File: src/rtl/placar_pkg.sv
// Shared types and constants for the scoreboard controller: FSM states,
// score limits, digit-enable patterns and the binary-to-BCD helper.
package placar_pkg;

  localparam int SCORE_W = 7;
  localparam int ARIT_W  = 8;
  localparam int PTS_W   = 2;

  localparam logic [ARIT_W-1:0]  PLACAR_MAX = 8'd99;
  localparam logic [SCORE_W-1:0] SCORE_MAX  = 7'd99;

  typedef enum logic [1:0] {
    OCIOSO        = 2'd0,
    APLICA        = 2'd1,
    ESPERA_SOLTAR = 2'd2
  } estado_t;

  // Active-low digit enables, one per scan index.
  localparam logic [3:0] EN_A_UNI = 4'b1110;
  localparam logic [3:0] EN_A_DEZ = 4'b1101;
  localparam logic [3:0] EN_B_UNI = 4'b1011;
  localparam logic [3:0] EN_B_DEZ = 4'b0111;

  // Highest pressed button wins.
  function automatic logic [PTS_W-1:0] pts_de(input logic [2:0] btn);
    logic [PTS_W-1:0] p;
    if (btn[2])      p = 2'd3;
    else if (btn[1]) p = 2'd2;
    else if (btn[0]) p = 2'd1;
    else             p = 2'd0;
    return p;
  endfunction

  // Returns {tens, units}; valid for inputs 0..99.
  function automatic logic [7:0] bin2bcd(input logic [SCORE_W-1:0] v);
    logic [3:0]         dez;
    logic [SCORE_W-1:0] r;
    dez = 4'd0;
    r   = v;
    for (int i = 0; i < 9; i++) begin
      if (r >= 7'd10) begin
        r   = r - 7'd10;
        dez = dez + 4'd1;
      end
    end
    return {dez, r[3:0]};
  endfunction

endpackage

File: src/rtl/placar_if.sv
// Board-side bundle of the scoreboard controller: buttons and switches in,
// scores, display scan and indicators out.
interface placar_if;
  logic [2:0] cBotoes;
  logic       chaveNP;
  logic       chaveTime;
  logic [6:0] placarA;
  logic [6:0] placarB;
  logic [3:0] digitoBCD;
  logic [3:0] escolhaDisplay;
  logic       buzzer;
  logic       led;

  modport master (
    output cBotoes, chaveNP, chaveTime,
    input  placarA, placarB, digitoBCD, escolhaDisplay, buzzer, led
  );

  modport slave (
    input  cBotoes, chaveNP, chaveTime,
    output placarA, placarB, digitoBCD, escolhaDisplay, buzzer, led
  );
endinterface

File: src/rtl/placar_varredura.sv
// Display scan: prescaler, digit index, BCD split of both scores and the
// registered digit/enable pair driven to the shared 7-segment decoder.
module placar_varredura
  import placar_pkg::*;
#(
  parameter int SCAN_DIV = 1000
) (
  input  logic               clock,
  input  logic               nReset,
  input  logic [SCORE_W-1:0] placarA_i,
  input  logic [SCORE_W-1:0] placarB_i,
  output logic [3:0]         digitoBCD_o,
  output logic [3:0]         escolhaDisplay_o
);

  localparam int PRE_W = (SCAN_DIV > 1) ? $clog2(SCAN_DIV) : 1;
  localparam logic [PRE_W-1:0] PRE_FIM = PRE_W'(SCAN_DIV - 1);

  logic [PRE_W-1:0] pre_q, pre_d;
  logic [1:0]       idx_q, idx_d;
  logic [3:0]       dig_q, dig_d;
  logic [3:0]       en_q, en_d;
  logic [7:0]       bcd_a, bcd_b;

  assign bcd_a = bin2bcd(placarA_i);
  assign bcd_b = bin2bcd(placarB_i);

  // Digit and enable are both derived from the next index so they change on
  // the same edge and never show one digit's value under another's enable.
  always_comb begin
    pre_d = pre_q + PRE_W'(1);
    idx_d = idx_q;
    if (pre_q == PRE_FIM) begin
      pre_d = '0;
      idx_d = idx_q + 2'd1;
    end
    dig_d = bcd_a[3:0];
    en_d  = EN_A_UNI;
    case (idx_d)
      2'd0: begin dig_d = bcd_a[3:0]; en_d = EN_A_UNI; end
      2'd1: begin dig_d = bcd_a[7:4]; en_d = EN_A_DEZ; end
      2'd2: begin dig_d = bcd_b[3:0]; en_d = EN_B_UNI; end
      default: begin dig_d = bcd_b[7:4]; en_d = EN_B_DEZ; end
    endcase
  end

  always_ff @(posedge clock or negedge nReset) begin
    if (!nReset) begin
      pre_q <= '0;
      idx_q <= 2'd0;
      dig_q <= 4'd0;
      en_q  <= EN_A_UNI;
    end else begin
      pre_q <= pre_d;
      idx_q <= idx_d;
      dig_q <= dig_d;
      en_q  <= en_d;
    end
  end

  assign digitoBCD_o      = dig_q;
  assign escolhaDisplay_o = en_q;

endmodule

File: src/rtl/placar_controlador.sv
// Scoreboard sequencing controller: one saturating score update per button
// press, buzzer/led pulses, and display scan. Optional PLACAR_DEBOUNCE_EN.
//
// state         | meaning
// OCIOSO        | idle, waiting for a press; captures pts/team/dir
// APLICA        | one cycle: writes the selected score
// ESPERA_SOLTAR | waits for all buttons released (also the reset state)
module placar_controlador
  import placar_pkg::*;
#(
  parameter int SCAN_DIV    = 1000,
  parameter int BUZZ_CYCLES = 5000
`ifdef PLACAR_DEBOUNCE_EN
  ,
  parameter int DEB_CYCLES  = 20000
`endif
) (
  input logic     clock,
  input logic     nReset,
  placar_if.slave bus
);

  localparam int BUZZ_W = $clog2(BUZZ_CYCLES + 1);

  logic [2:0]         btn_s1_q, btn_s2_q;
  logic               np_s1_q, np_s2_q;
  logic               tm_s1_q, tm_s2_q;
  logic [1:0]         prime_q;

  estado_t            estado_q;
  logic [PTS_W-1:0]   pts_q;
  logic               team_q;
  logic               dir_q;
  logic [SCORE_W-1:0] placarA_q, placarB_q;
  logic [BUZZ_W-1:0]  buzz_cnt_q, led_cnt_q;
  logic               buzz_q, led_q;

  logic               press_ok, release_ok;
  logic [SCORE_W-1:0] sel_d, nova_d;
  logic [ARIT_W-1:0]  soma_d;
  logic               sat_hi_d, sat_lo_d;

  always_ff @(posedge clock or negedge nReset) begin
    if (!nReset) begin
      btn_s1_q <= 3'b000;
      btn_s2_q <= 3'b000;
      np_s1_q  <= 1'b0;
      np_s2_q  <= 1'b0;
      tm_s1_q  <= 1'b0;
      tm_s2_q  <= 1'b0;
      prime_q  <= 2'b00;
    end else begin
      btn_s1_q <= bus.cBotoes;
      btn_s2_q <= btn_s1_q;
      np_s1_q  <= bus.chaveNP;
      np_s2_q  <= np_s1_q;
      tm_s1_q  <= bus.chaveTime;
      tm_s2_q  <= tm_s1_q;
      prime_q  <= {prime_q[0], 1'b1};
    end
  end

`ifdef PLACAR_DEBOUNCE_EN
  localparam int DEB_W = $clog2(DEB_CYCLES + 1);

  logic [2:0]       deb_prev_q;
  logic [DEB_W-1:0] deb_cnt_q;
  logic             estavel;

  always_ff @(posedge clock or negedge nReset) begin
    if (!nReset) begin
      deb_prev_q <= 3'b000;
      deb_cnt_q  <= '0;
    end else begin
      deb_prev_q <= btn_s2_q;
      if (btn_s2_q != deb_prev_q)
        deb_cnt_q <= DEB_W'(DEB_CYCLES - 1);
      else if (deb_cnt_q != '0)
        deb_cnt_q <= deb_cnt_q - DEB_W'(1);
    end
  end

  assign estavel    = (btn_s2_q == deb_prev_q) && (deb_cnt_q == '0);
  assign press_ok   = estavel && (btn_s2_q != 3'b000);
  assign release_ok = estavel && (btn_s2_q == 3'b000);
`else
  assign press_ok   = (btn_s2_q != 3'b000);
  assign release_ok = (btn_s2_q == 3'b000);
`endif

  always_comb begin
    sel_d    = team_q ? placarB_q : placarA_q;
    soma_d   = {1'b0, sel_d} + {6'd0, pts_q};
    nova_d   = sel_d;
    sat_hi_d = 1'b0;
    sat_lo_d = 1'b0;
    if (!dir_q) begin
      if (soma_d > PLACAR_MAX) begin
        nova_d   = SCORE_MAX;
        sat_hi_d = (estado_q == APLICA);
      end else begin
        nova_d = soma_d[SCORE_W-1:0];
      end
    end else begin
      if (sel_d < {5'd0, pts_q}) begin
        nova_d   = '0;
        sat_lo_d = (estado_q == APLICA);
      end else begin
        nova_d = sel_d - {5'd0, pts_q};
      end
    end
  end

  // prime_q holds off the first release decision until the synchronizers carry
  // real board values, so a button held through reset is not mistaken as released.
  always_ff @(posedge clock or negedge nReset) begin
    if (!nReset) begin
      estado_q   <= ESPERA_SOLTAR;
      pts_q      <= '0;
      team_q     <= 1'b0;
      dir_q      <= 1'b0;
      placarA_q  <= '0;
      placarB_q  <= '0;
      buzz_cnt_q <= '0;
      buzz_q     <= 1'b0;
      led_cnt_q  <= '0;
      led_q      <= 1'b0;
    end else begin
      case (estado_q)
        OCIOSO: begin
          if (press_ok && prime_q[1]) begin
            pts_q    <= pts_de(btn_s2_q);
            team_q   <= tm_s2_q;
            dir_q    <= np_s2_q;
            estado_q <= APLICA;
          end
        end
        APLICA: begin
          if (team_q) placarB_q <= nova_d;
          else        placarA_q <= nova_d;
          estado_q <= ESPERA_SOLTAR;
        end
        ESPERA_SOLTAR: begin
          if (release_ok && prime_q[1]) estado_q <= OCIOSO;
        end
        default: estado_q <= ESPERA_SOLTAR;
      endcase

      if (sat_hi_d) begin
        buzz_q     <= 1'b1;
        buzz_cnt_q <= BUZZ_W'(BUZZ_CYCLES - 1);
      end else if (buzz_cnt_q != '0) begin
        buzz_cnt_q <= buzz_cnt_q - BUZZ_W'(1);
      end else begin
        buzz_q <= 1'b0;
      end

      if (sat_lo_d) begin
        led_q     <= 1'b1;
        led_cnt_q <= BUZZ_W'(BUZZ_CYCLES - 1);
      end else if (led_cnt_q != '0) begin
        led_cnt_q <= led_cnt_q - BUZZ_W'(1);
      end else begin
        led_q <= 1'b0;
      end
    end
  end

  logic [3:0] dig_w, en_w;

  placar_varredura #(
    .SCAN_DIV (SCAN_DIV)
  ) u_varredura (
    .clock            (clock),
    .nReset           (nReset),
    .placarA_i        (placarA_q),
    .placarB_i        (placarB_q),
    .digitoBCD_o      (dig_w),
    .escolhaDisplay_o (en_w)
  );

  assign bus.placarA        = placarA_q;
  assign bus.placarB        = placarB_q;
  assign bus.digitoBCD      = dig_w;
  assign bus.escolhaDisplay = en_w;
  assign bus.buzzer         = buzz_q;
  assign bus.led            = led_q;

endmodule

File: src/flat_wrapper.sv
// flat-port wrapper written by rule: the top's interface ports become plain ports
module placar_controlador_flat import placar_pkg::*;
#(
  parameter int SCAN_DIV    = 1000,
  parameter int BUZZ_CYCLES = 5000

)
  (clock, nReset, bus_cBotoes, bus_chaveNP, bus_chaveTime, bus_placarA, bus_placarB, bus_digitoBCD, bus_escolhaDisplay, bus_buzzer, bus_led);
  placar_if bus_i ();
  input logic clock;
  input logic nReset;
  input wire logic [$bits(bus_i.cBotoes)-1:0] bus_cBotoes;
  input wire logic [$bits(bus_i.chaveNP)-1:0] bus_chaveNP;
  input wire logic [$bits(bus_i.chaveTime)-1:0] bus_chaveTime;
  output wire logic [$bits(bus_i.placarA)-1:0] bus_placarA;
  output wire logic [$bits(bus_i.placarB)-1:0] bus_placarB;
  output wire logic [$bits(bus_i.digitoBCD)-1:0] bus_digitoBCD;
  output wire logic [$bits(bus_i.escolhaDisplay)-1:0] bus_escolhaDisplay;
  output wire logic [$bits(bus_i.buzzer)-1:0] bus_buzzer;
  output wire logic [$bits(bus_i.led)-1:0] bus_led;
  assign bus_i.cBotoes = bus_cBotoes;
  assign bus_i.chaveNP = bus_chaveNP;
  assign bus_i.chaveTime = bus_chaveTime;
  assign bus_placarA = bus_i.placarA;
  assign bus_placarB = bus_i.placarB;
  assign bus_digitoBCD = bus_i.digitoBCD;
  assign bus_escolhaDisplay = bus_i.escolhaDisplay;
  assign bus_buzzer = bus_i.buzzer;
  assign bus_led = bus_i.led;
  placar_controlador #(.SCAN_DIV(SCAN_DIV), .BUZZ_CYCLES(BUZZ_CYCLES)) u_core (.clock(clock), .nReset(nReset), .bus(bus_i));
endmodule
File: config.mk
export PLATFORM = sky130hd
export DESIGN_NAME = placar_controlador_flat
export DESIGN_NICKNAME = d
export VERILOG_FILES = /design/src/rtl/placar_pkg.sv /design/src/rtl/placar_if.sv /design/src/rtl/placar_varredura.sv /design/src/rtl/placar_controlador.sv /design/src/flat_wrapper.sv
export SDC_FILE = /design/constraint.sdc
export NUM_CORES = 1
export LEC_CHECK = 0
export BUFFER_PORTS_ARGS = -buffer_cell sky130_fd_sc_hd__clkbuf_2
export CAP_MARGIN = 20
export CORE_UTILIZATION = 50
export CTS_CLUSTER_DIAMETER = 30
export DETAILED_ROUTE_END_ITERATION = 6
export GPL_ROUTABILITY_DRIVEN = 0
export MAX_ROUTING_LAYER = met4
export PLACE_DENSITY = 0.72
export SYNTH_ARGS = -nofsm -noshare
export SYNTH_HDL_FRONTEND = slang
export SYNTH_HIERARCHICAL = 1
export SYNTH_SLANG_ARGS = --single-unit
File: constraint.sdc
create_clock -name clock -period 11 [get_ports clock]
set_clock_uncertainty 0.15 [all_clocks]
set_input_delay 0.55 -clock clock [delete_from_list [all_inputs] [get_ports clock]]
set_output_delay 0.55 -clock clock [all_outputs]
set_load 0.1 [all_outputs]
# [Word level (Yosys, flattened, before mapping)]
# Index checks and enable logic that the tools add are counted.
[totals] ff_bits=80 inputBits=7 output_inout_bits=24 wordCells=167
[op_classes] n_addsub=40 order_cmp=20 eq_ne=9 muxes=62 bitwise=1 reduce_logical=14
[ops] operator="$mux W7" count=20
[ops] operator="$ge A7 B4 Y1 const B" count=18
[ops] operator="$sub A7 B4 Y7 const B" count=16
[ops] operator="$mux W4" count=18
[ops] operator="$add A4 B1 Y4 const B" count=16
[ops] operator="$mux W13" count=4
[ops] operator="$reduce_bool A13 Y1" count=2
[ops] operator="$sub A13 B1 Y13 const B" count=2
[ops] operator="$pmux W4 S3" count=2
[ops] operator="$mux W1" count=11
[ops] operator="$add A10 B1 Y10 const B" count=1
[ops] operator="$eq A10 B10 Y1 const B" count=1
[ops] operator="$mux W10" count=1
[ops] operator="$mux W2" count=5
[ops] operator="$add A7 B2 Y8" count=1
[ops] operator="$gt A8 B7 Y1 const B" count=1
[ops] operator="$ne A2 B1 Y1 const B" count=4
[ops] operator="$reduce_and A2 Y1" count=4
[ops] operator="$sub A4 B4 Y4 const B" count=2
[ops] operator="$lt A7 B2 Y1" count=1
[ops] operator="$sub A7 B2 Y7" count=1
[ops] operator="$eq A2 B1 Y1 const B" count=2
[ops] operator="$eq A2 B2 Y1 const B" count=2
[ops] operator="$logic_not A2 Y1" count=2
[ops] operator="7 further kinds" count=9

# [Longest topological paths before layout]
# Gate-level depths: netlist of run 1.
[logic_depth] ltp_word=19 mapped_depth=70

# [Cells and area by module]
# Netlist of run 1, hierarchy kept.
[modules_own_cells] mod="placar_varredura" n_inst=1 cells_per_inst=904 area_each_um2=6789.0 seq_area_each_um2=504.2
[modules_own_cells] mod="placar_controlador" n_inst=1 cells_per_inst=313 area_each_um2=3076.7 seq_area_each_um2=1502.7

# [Least setup slack after synthesis of run 1]
# OpenSTA, ideal clock, no wires.
[synth_path] path_kind="reg2reg" start="reg u_core.placarB_q[2], in the netlist u_core/bus.placarB[2]" end="reg u_core.u_varredura.dig_q[2], in the netlist u_core/u_varredura/digitoBCD_o[2]" setup_time_ns=0.126 t_arrival_ns=12.144 required_ns=10.724 path_slack_ns=-1.420 stages_incl_launch_ff=67 path_buffers=5 cell_sequence="dfrtp_1 -> inv_1 -> ha_1 -> nor2b_1 -> o21ai_1 -> buf_2 -> a21oi_1 -> or2_2 -> inv_1 -> ha_1 -> nor2b_1 -> nand2_1 -> and3_1 -> buf_2 -> nand3_1 -> and2_1 -> clkbuf_1 -> ha_1 -> [31 not listed] -> ha_1 -> nand2_1 -> nand3_1 -> o21ai_4 -> xnor2_1 -> ha_1 -> nor2b_1 -> nor3_1 -> o31a_1 -> nand2_4 -> xor2_1 -> inv_1 -> ha_1 -> inv_1 -> a22o_2 -> mux2_1 -> o21ai_1 -> o32a_1"
[synth_between] elab_chain_len=19
[synth_rtl] element="start: declaration" line_no="placar_controlador.sv:34" text="logic [SCORE_W-1:0] placarA_q, placarB_q;"
[synth_rtl] element="start signal: assignment" line_no="placar_controlador.sv:139" text="if (team_q) placarB_q <= nova_d;"
[synth_rtl] element="$sub A7 B4 Y7 / $ge A7 B4 Y1 (equally long branches)" line_no="placar_pkg.sv:42, placar_pkg.sv:41"
[synth_rtl] element="$mux W7 / $mux W1 (equally long branches)" line_no="placar_pkg.sv:41" text="if (r >= 7'd10) begin"
[synth_rtl] element="$sub A7 B4 Y7, or another cell as far along" line_no="placar_pkg.sv:42" text="r = r - 7'd10;"
[synth_rtl] element="$mux W7 / $mux W4 (equally long branches)" line_no="placar_pkg.sv:41"
[synth_rtl] element="$sub A7 B4 Y7, or another cell as far along" line_no="placar_pkg.sv:42"
[synth_rtl] element="$mux W7 / $mux W4 (equally long branches)" line_no="placar_pkg.sv:41"
[synth_rtl] element="$sub A7 B4 Y7, or another cell as far along" line_no="placar_pkg.sv:42"
[synth_rtl] element="$mux W7 / $mux W4 (equally long branches)" line_no="placar_pkg.sv:41"
[synth_rtl] element="[4 not listed]"
[synth_rtl] element="$sub A7 B4 Y7, or another cell as far along" line_no="placar_pkg.sv:42"
[synth_rtl] element="$mux W7 / $mux W4 (equally long branches)" line_no="placar_pkg.sv:41"
[synth_rtl] element="$sub A7 B4 Y7, or another cell as far along" line_no="placar_pkg.sv:42"
[synth_rtl] element="$mux W7 / $mux W4 (equally long branches)" line_no="placar_pkg.sv:41"
[synth_rtl] element="$ge A7 B4 Y1, or another cell as far along" line_no="placar_pkg.sv:41"
[synth_rtl] element="$mux W4" line_no="placar_pkg.sv:41"
[synth_rtl] element="$pmux W4 S3 (*)" line_no="placar_varredura.sv:39" text="case (idx_d)"
[synth_rtl] element="via u_core.u_varredura.dig_d[2]" line_no="placar_varredura.sv:21" text="logic [3:0] dig_q, dig_d;"
[synth_rtl] element="end signal: assignment" line_no="placar_varredura.sv:56" text="dig_q <= dig_d;"
[synth_rtl] element="end: declaration" line_no="placar_varredura.sv:21"
# The timed path passes the listed nets; every way through them passes the cells marked *.
# A chain may end at the register's enable or synchronous reset.

# [Worst setup path in the final report of run 1]
[layout_path] start="reg u_core.placarA_q[6], in the netlist u_core/bus.placarA[6]" end="reg u_core.u_varredura.dig_q[2], in the netlist u_core/u_varredura/digitoBCD_o[2]"
[layout_between] elab_chain_len=19
[layout_rtl] element="start: declaration" line_no="placar_controlador.sv:34"
[layout_rtl] element="start signal: assignment" line_no="placar_controlador.sv:140" text="else placarA_q <= nova_d;"
[layout_rtl] element="$sub A7 B4 Y7 / $ge A7 B4 Y1 (equally long branches)" line_no="placar_pkg.sv:42, placar_pkg.sv:41"
[layout_rtl] element="$mux W7 / $mux W1 (equally long branches)" line_no="placar_pkg.sv:41"
[layout_rtl] element="$sub A7 B4 Y7, or another cell as far along" line_no="placar_pkg.sv:42"
[layout_rtl] element="$mux W7 / $mux W4 (equally long branches)" line_no="placar_pkg.sv:41"
[layout_rtl] element="$sub A7 B4 Y7, or another cell as far along" line_no="placar_pkg.sv:42"
[layout_rtl] element="$mux W7 / $mux W4 (equally long branches)" line_no="placar_pkg.sv:41"
[layout_rtl] element="$sub A7 B4 Y7, or another cell as far along" line_no="placar_pkg.sv:42"
[layout_rtl] element="$mux W7 / $mux W4 (equally long branches)" line_no="placar_pkg.sv:41"
[layout_rtl] element="[4 not listed]"
[layout_rtl] element="$sub A7 B4 Y7, or another cell as far along" line_no="placar_pkg.sv:42"
[layout_rtl] element="$mux W7 / $mux W4 (equally long branches)" line_no="placar_pkg.sv:41"
[layout_rtl] element="$sub A7 B4 Y7, or another cell as far along" line_no="placar_pkg.sv:42"
[layout_rtl] element="$mux W7 / $mux W4 (equally long branches)" line_no="placar_pkg.sv:41"
[layout_rtl] element="$ge A7 B4 Y1, or another cell as far along" line_no="placar_pkg.sv:41"
[layout_rtl] element="$mux W4" line_no="placar_pkg.sv:41"
[layout_rtl] element="$pmux W4 S3 (*)" line_no="placar_varredura.sv:39"
[layout_rtl] element="via u_core.u_varredura.dig_d[2]" line_no="placar_varredura.sv:21"
# Marks and branches as above.

==> results of run 1 <==
==> worst paths after layout <==
check	startpoint	to	cells past startpoint
worst max register to register	u_core/bus.placarA[6]	u_core/u_varredura/digitoBCD_o[2]	58
worst min register to register	u_core/np_s1_q	u_core/np_s2_q	0
max in group asynchronous	nReset	u_core/u_varredura/escolhaDisplay_o[1]	3
worst min-delay path	bus_cBotoes[1]	u_core/btn_s1_q[1]	1
min in group asynchronous	nReset	u_core/led_cnt_q[1]	2
worst max-delay path	u_core/bus.placarA[6]	u_core/u_varredura/digitoBCD_o[2]	58
==> cell type report <==
type | instances | area, µm²
well taps | 265 | 332
multi-input cells | 1034 | 8080
repair buffers | 151 | 1100
fillers | 1637 | 7270
clock buffers | 9 | 225
clock inverters | 7 | 109
inverters | 61 | 244
flip-flops and latches | 80 | 2040
==> logic make-up (layout without fill, tap and decap cells) <==
kind of cell	count (synthesis)	in the layout
AND/OR/NAND/NOR	477	478
AO/OA/AOI/OAI	378	378
buffers and inverters	104	228
XOR/XNOR	82	82
flip-flops	80	80
multiplexers	50	50
adder cells (fa/ha/maj)	45	45
other	1	1
==> sequential cells by signal (all words and copies together) (netlist names), 2 cells and up <==
register	count
u_core/btn_s1_q	3
u_core/btn_s2_q	3
u_core/bus.placarA	7
u_core/bus.placarB	7
u_core/buzz_cnt_q	13
u_core/estado_q	2
u_core/led_cnt_q	13
u_core/prime_q	2
u_core/pts_q	2
u_core/u_varredura/digitoBCD_o	4
u_core/u_varredura/escolhaDisplay_o	4
u_core/u_varredura/idx_q	2
u_core/u_varredura/pre_q	10
==> stage by stage <==
stage	setup slack [ns]	hold WS [ns]	instance area, µm²
after floorplan	0.00384	0.104	10200
after global placement	-0.0711	0.182	10800
after detailed placement	-0.196	0.186	10800
after CTS	0.0277	0.147	11200
after global routing	-0.252	0.143	12100
final	0.228	0.160	12100
==> layer usage <==
layer / vias to the layer above / share of wire (%) / GRT usage [%]
li1: 4838 / - / -
met1: 4797 / 44 / 33.9
met2: 386 / 48 / 43.8
met3: 62 / 5.4 / 2.66
met4: 0 / 2.1 / 7.64
met5: - / 0 / -
==> cells in the final DEF, fill, tap and decap left out, types with 8 or more instances in the layout <==
master / instances
buf_4: 119
nand2_1: 96
nor2_1: 93
dfrtp_1: 62
o21ai_0: 57
inv_1: 48
xnor2_1: 47
nor3_1: 45
a21oi_1: 41
nand3_1: 37
clkbuf_2: 29
xor2_1: 29
ha_1: 28
mux2i_1: 22
and2_1: 21
a31oi_1: 19
nor2b_1: 18
o211ai_1: 18
nand4_1: 18
mux2_2: 17
a211oi_1: 17
or3_1: 15
o21ai_1: 13
and3_1: 12
nor4_1: 11
a21o_1: 11
o21a_1: 11
o22ai_1: 11
a22oi_1: 10
clkbuf_16: 9
inv_2: 9
o21ai_2: 9
ha_2: 9
o31ai_1: 8
a21oi_2: 8
o31a_1: 8
==> timing repair <==
item                       CTS  global route
hold endpoints to repair     0            17
setup endpoints to repair    3             4
gates cloned                 0             1
hold buffers                 0             1
buffers inserted             7            55
pin swaps                    5            46
gates resized for setup      9            94
==> metrics, run 1 <==
post-synthesis cell area=9870 µm²; Cells after Synth=~1200; # rows=51; Post-Synth Simple-Gate Area=between 20% and 30%; Die Height=142 µm; Worst Path Arrival=roughly 11 ns; drt via density=between 6 and 7; Starting Density=between 50% and 60%; WL/cell=16.9 µm; crit path launch type=flip-flop; IO buf count=30; Tcrit/Tclk final=97.9%; top cell types by occurrence after synthesis=nand2_1, nor2_1, dfrtp_1; Synth Net Count=1269; Netlist cell types=129; vias in the first global route=between 9000 and 10000; Min-Delay Path Class=in2reg; Die W=142 µm; CP endpoint kind=flip-flop; sequential share of the synthesized area=about a fifth; syn_area_per_cell=8.11 µm²; placed cell count=about 1500; routed wire length=~27000 µm; XOR/XNOR Fraction of Synth Area=~7.5%; first-pass GRT wire length=roughly 43000 µm; CTS tree=done; H-tree depth=3; R2R setup slack=~0.23 ns; Total Nets Final=between 1000 and 1500; kind of critical path=reg2reg; setup TNS=0 ns; Finished Core Util=62.5%; Slew headroom=between 40% and 50%; Seq cells post-synth=80; antenna violations before repair=0; die area=between 20000 and 25000 µm²; Post-synth EDFFs=0; Routed Antenna Nets=0; MaxCap Viol Count=0; clock root buffer master=clkbuf_16; Peak Freq=about 93 MHz; CP bufs+invs=8; largest family of logic cells by synthesized area=compound AO/OA/AOI/OAI gates; Tot GR Track Use=a little over a quarter; max incr delay on CP=~0.46 ns; layout cells sized above 1=between 30% and 40%; final setup fails=0; Antenna diodes=0; Synth area leader=dfrtp_1; worst-path maximum fanout=13; Initial DRC Count=790; CTS Buf Count=9; CTS max path bufs=2; Compound-Gate Fraction of Synth Area=between 20% and 30%; Area contributors post-synth=dfrtp_1, ha_1, xnor2_1; Area growth, synth to finish=22.9%; post-synthesis mux area share=between 5 and 6%; Final Critical Period=around 11 ns; grt ovf=0; core area=~19000 µm²; status=finished clean; cell mode on critical path=ha_2; Worst path top cell family by delay=simple AND/OR/NAND/NOR gates; detailed-placement wirelength estimate=19100 µm; Worst EP required=approximately 11 ns; DRC=0; Post-Synth Adder-Cell Area=slightly below 6%; largest net degree at the start of global routing=81; Final Hold Vio Count=0; via count=about 10000; async set-reset flop share out of synthesis=between 90% and 100%; Critical-path top delay cell=dfrtp_4; Pre-antenna DRT Iters=5; CTS clock-pin slew for the worst setup and hold paths=0.07 ns; cell with the most instances after synthesis=nand2_1; Worst Tran Pin Value=~0.84 ns; Worst-Skew Late Latency=approximately 0.34 ns; share of the synthesized area in the top cell type=19.3%; Yosys Warn Count=6; clk sinks=80; Synth Flop Type=dfrtp_1; # IOs=31; final cell count without fillers=1607; Max Slew Vio Count=0
Power of run 1 is left out: the tool's default activity adds up to more than one toggle a clock period on the data nets, which glitch-free logic cannot reach.
==> run 2, diff against run 1 <==
- REMOVE_ABC_BUFFERS: default -> 1
==> run 2 against run 1 <==
Global-route usage decreased by 0.53 points; cell count unchanged; count of clock-buffer cells in the layout unchanged; die area unchanged; flip-flop and latch count unchanged; critical path depth increased by 5; final area decreased by 0.92%; critical path type unchanged; largest cell class unchanged; highest routed layer unchanged.
==> metrics, run 2 (synthesized netlist as in run 1, its figures left out) <==
Antenna diodes=0; routed wire length=around 27000 µm; Min-Delay Path Class=in2reg; Slew headroom=32.0%; CP bufs+invs=9; CTS Buf Count=9; worst-path maximum fanout=6; R2R setup slack=0.29 ns; Pre-antenna DRT Iters=6; Die Height=between 100 and 150 µm; kind of critical path=reg2reg; Critical Path Start=u_core/bus.placarA[2]; Initial DRC Count=860; Worst-Skew Late Latency=approximately 0.34 ns; Tot GR Track Use=between 20% and 30%; CTS tree=done; fill count=approximately 1600; clk sinks=80; # IOs=31; vias in the first global route=9042; WL/cell=16.5 µm; Critical-path top delay cell=dfrtp_1; MaxCap Viol Count=0; CP endpoint kind=flip-flop; Peak Freq=~93 MHz; first-pass GRT wire length=42500 µm; Worst EP required=around 11 ns; Routed Antenna Nets=0; Hold Startpoint=bus_chaveTime; grt ovf=0; Total Nets Final=approximately 1400; core area=~19000 µm²; Die W=~140 µm; Worst Tran Pin Value=between 1 and 1.5 ns; antenna violations before repair=0; Cells on Worst Hold Path=1; Max Slew Vio Count=0; H-tree depth=3; R2R Path Start=u_core/bus.placarA[2]; crit path launch type=flip-flop; DRC=0; max incr delay on CP=just under 0.4 ns; pre-CTS WS=-0.602 ns; Hold Path End=u_core/tm_s1_q; status=finished clean; clock root buffer master=clkbuf_16; layout cells sized above 1=slightly below 30%; CTS clock-pin slew for the worst setup and hold paths=0.07 ns; commonest cells after routing, fill and taps aside=buf_4, nand2_1, nor2_1; via count=between 10000 and 15000; IO buf count=30; Area growth, synth to finish=21.8%; # rows=between 50 and 60; Worst path top cell family by delay=simple AND/OR/NAND/NOR gates; R2R depth=63; Worst Slack Setup Final=0.286 ns; die area=slightly above 20000 µm²; detailed-placement wirelength estimate=around 19000 µm; Final Critical Period=approximately 11 ns; r2r endpoint=u_core/u_varredura/digitoBCD_o[2]; Worst Path Arrival=roughly 11 ns; Final Hold Vio Count=0; CTS max path bufs=2; largest net degree at the start of global routing=81; Tcrit/Tclk final=between 90% and 100%; biggest regs=u_core/buzz_cnt_q: 13 flops, u_core/led_cnt_q: 13 flops, u_core/u_varredura/pre_q: 10 flops; drt via density=between 6 and 7; commonest non-fill, non-tap cell in the layout=buf_4; Starting Density=between 50% and 60%; final setup fails=0
-- run 2: cell count changes in the layout (fill, tap and decap cells not counted), moves of 3 or more --
cell / before / now
nor2_2: 2 / 6
o21ai_2: 9 / 6
dfrtp_2: 7 / 1
a21oi_1: 41 / 44
o21ai_1: 13 / 16
dfrtp_4: 7 / 0
nor3_4: 7 / 4
dfrtp_1: 62 / 75
a21oi_4: 7 / 3
nor2_4: 3 / 0
-- run 2: layer usage --
metal,global-route usage [%],part of all wire [%],vias up
met2,42.7,48,393
li1,-,-,4850
met4,6.34,1.7,0
met1,33.8,44,4742
met3,2.56,5.6,53
met5,-,0,-
-- run 2: worst max-delay path by stage --
stage,slack [ns],depth (start not counted),endpoint
finish,0.29,63,u_core/u_varredura/digitoBCD_o[2]
floorplan,-1.51,61,u_core/u_varredura/digitoBCD_o[2]
global route,-0.27,63,u_core/u_varredura/digitoBCD_o[3]
detailed placement,-0.60,60,u_core/u_varredura/digitoBCD_o[2]
global placement,-0.47,60,u_core/u_varredura/digitoBCD_o[2]
CTS,0.03,61,u_core/u_varredura/digitoBCD_o[2]
-- run 2: repair_timing --
action | 4_1_cts | 5_1_grt
buffers inserted | 12 | 31
setup endpoints to repair | 4 | 4
resized for setup | 27 | 119
pin swaps | 10 | 45
hold buffers | 0 | 1
endpoints found under the hold margin | 0 | 3
-- run 2: area by class of cell --
| cell class | count | area [µm²] | share of cell area, % |
|---|---|---|---|
| tap | 265 | 332 | 2.76 |
| sequential | 80 | 2010 | 16.7 |
| clock buffer | 9 | 225 | 1.87 |
| inverter | 61 | 246 | 2.05 |
| clock inverter | 7 | 108 | 0.896 |
| timing repair buffer | 152 | 1100 | 9.18 |
| multi-input combinational | 1033 | 7990 | 66.5 |
-- run 2: stage by stage --
step | TNS (ns) | hold WS [ns] | area, µm² | instances | util, %
final | 0 | 0.162 | 12000 | 1607 | 61.9
after global routing | -0.959 | 0.143 | 12000 | 1607 | 61.9
after CTS | 0 | 0.150 | 11200 | 1574 | 57.9
after detailed placement | -1.30 | 0.185 | 10700 | 1546 | 55.0
after global placement | -0.835 | 0.183 | 10700 | 1546 | 55.0
after floorplan | -5.74 | 0.104 | 9610 | 1174 | -
Power of run 2 is left out for the same reason.
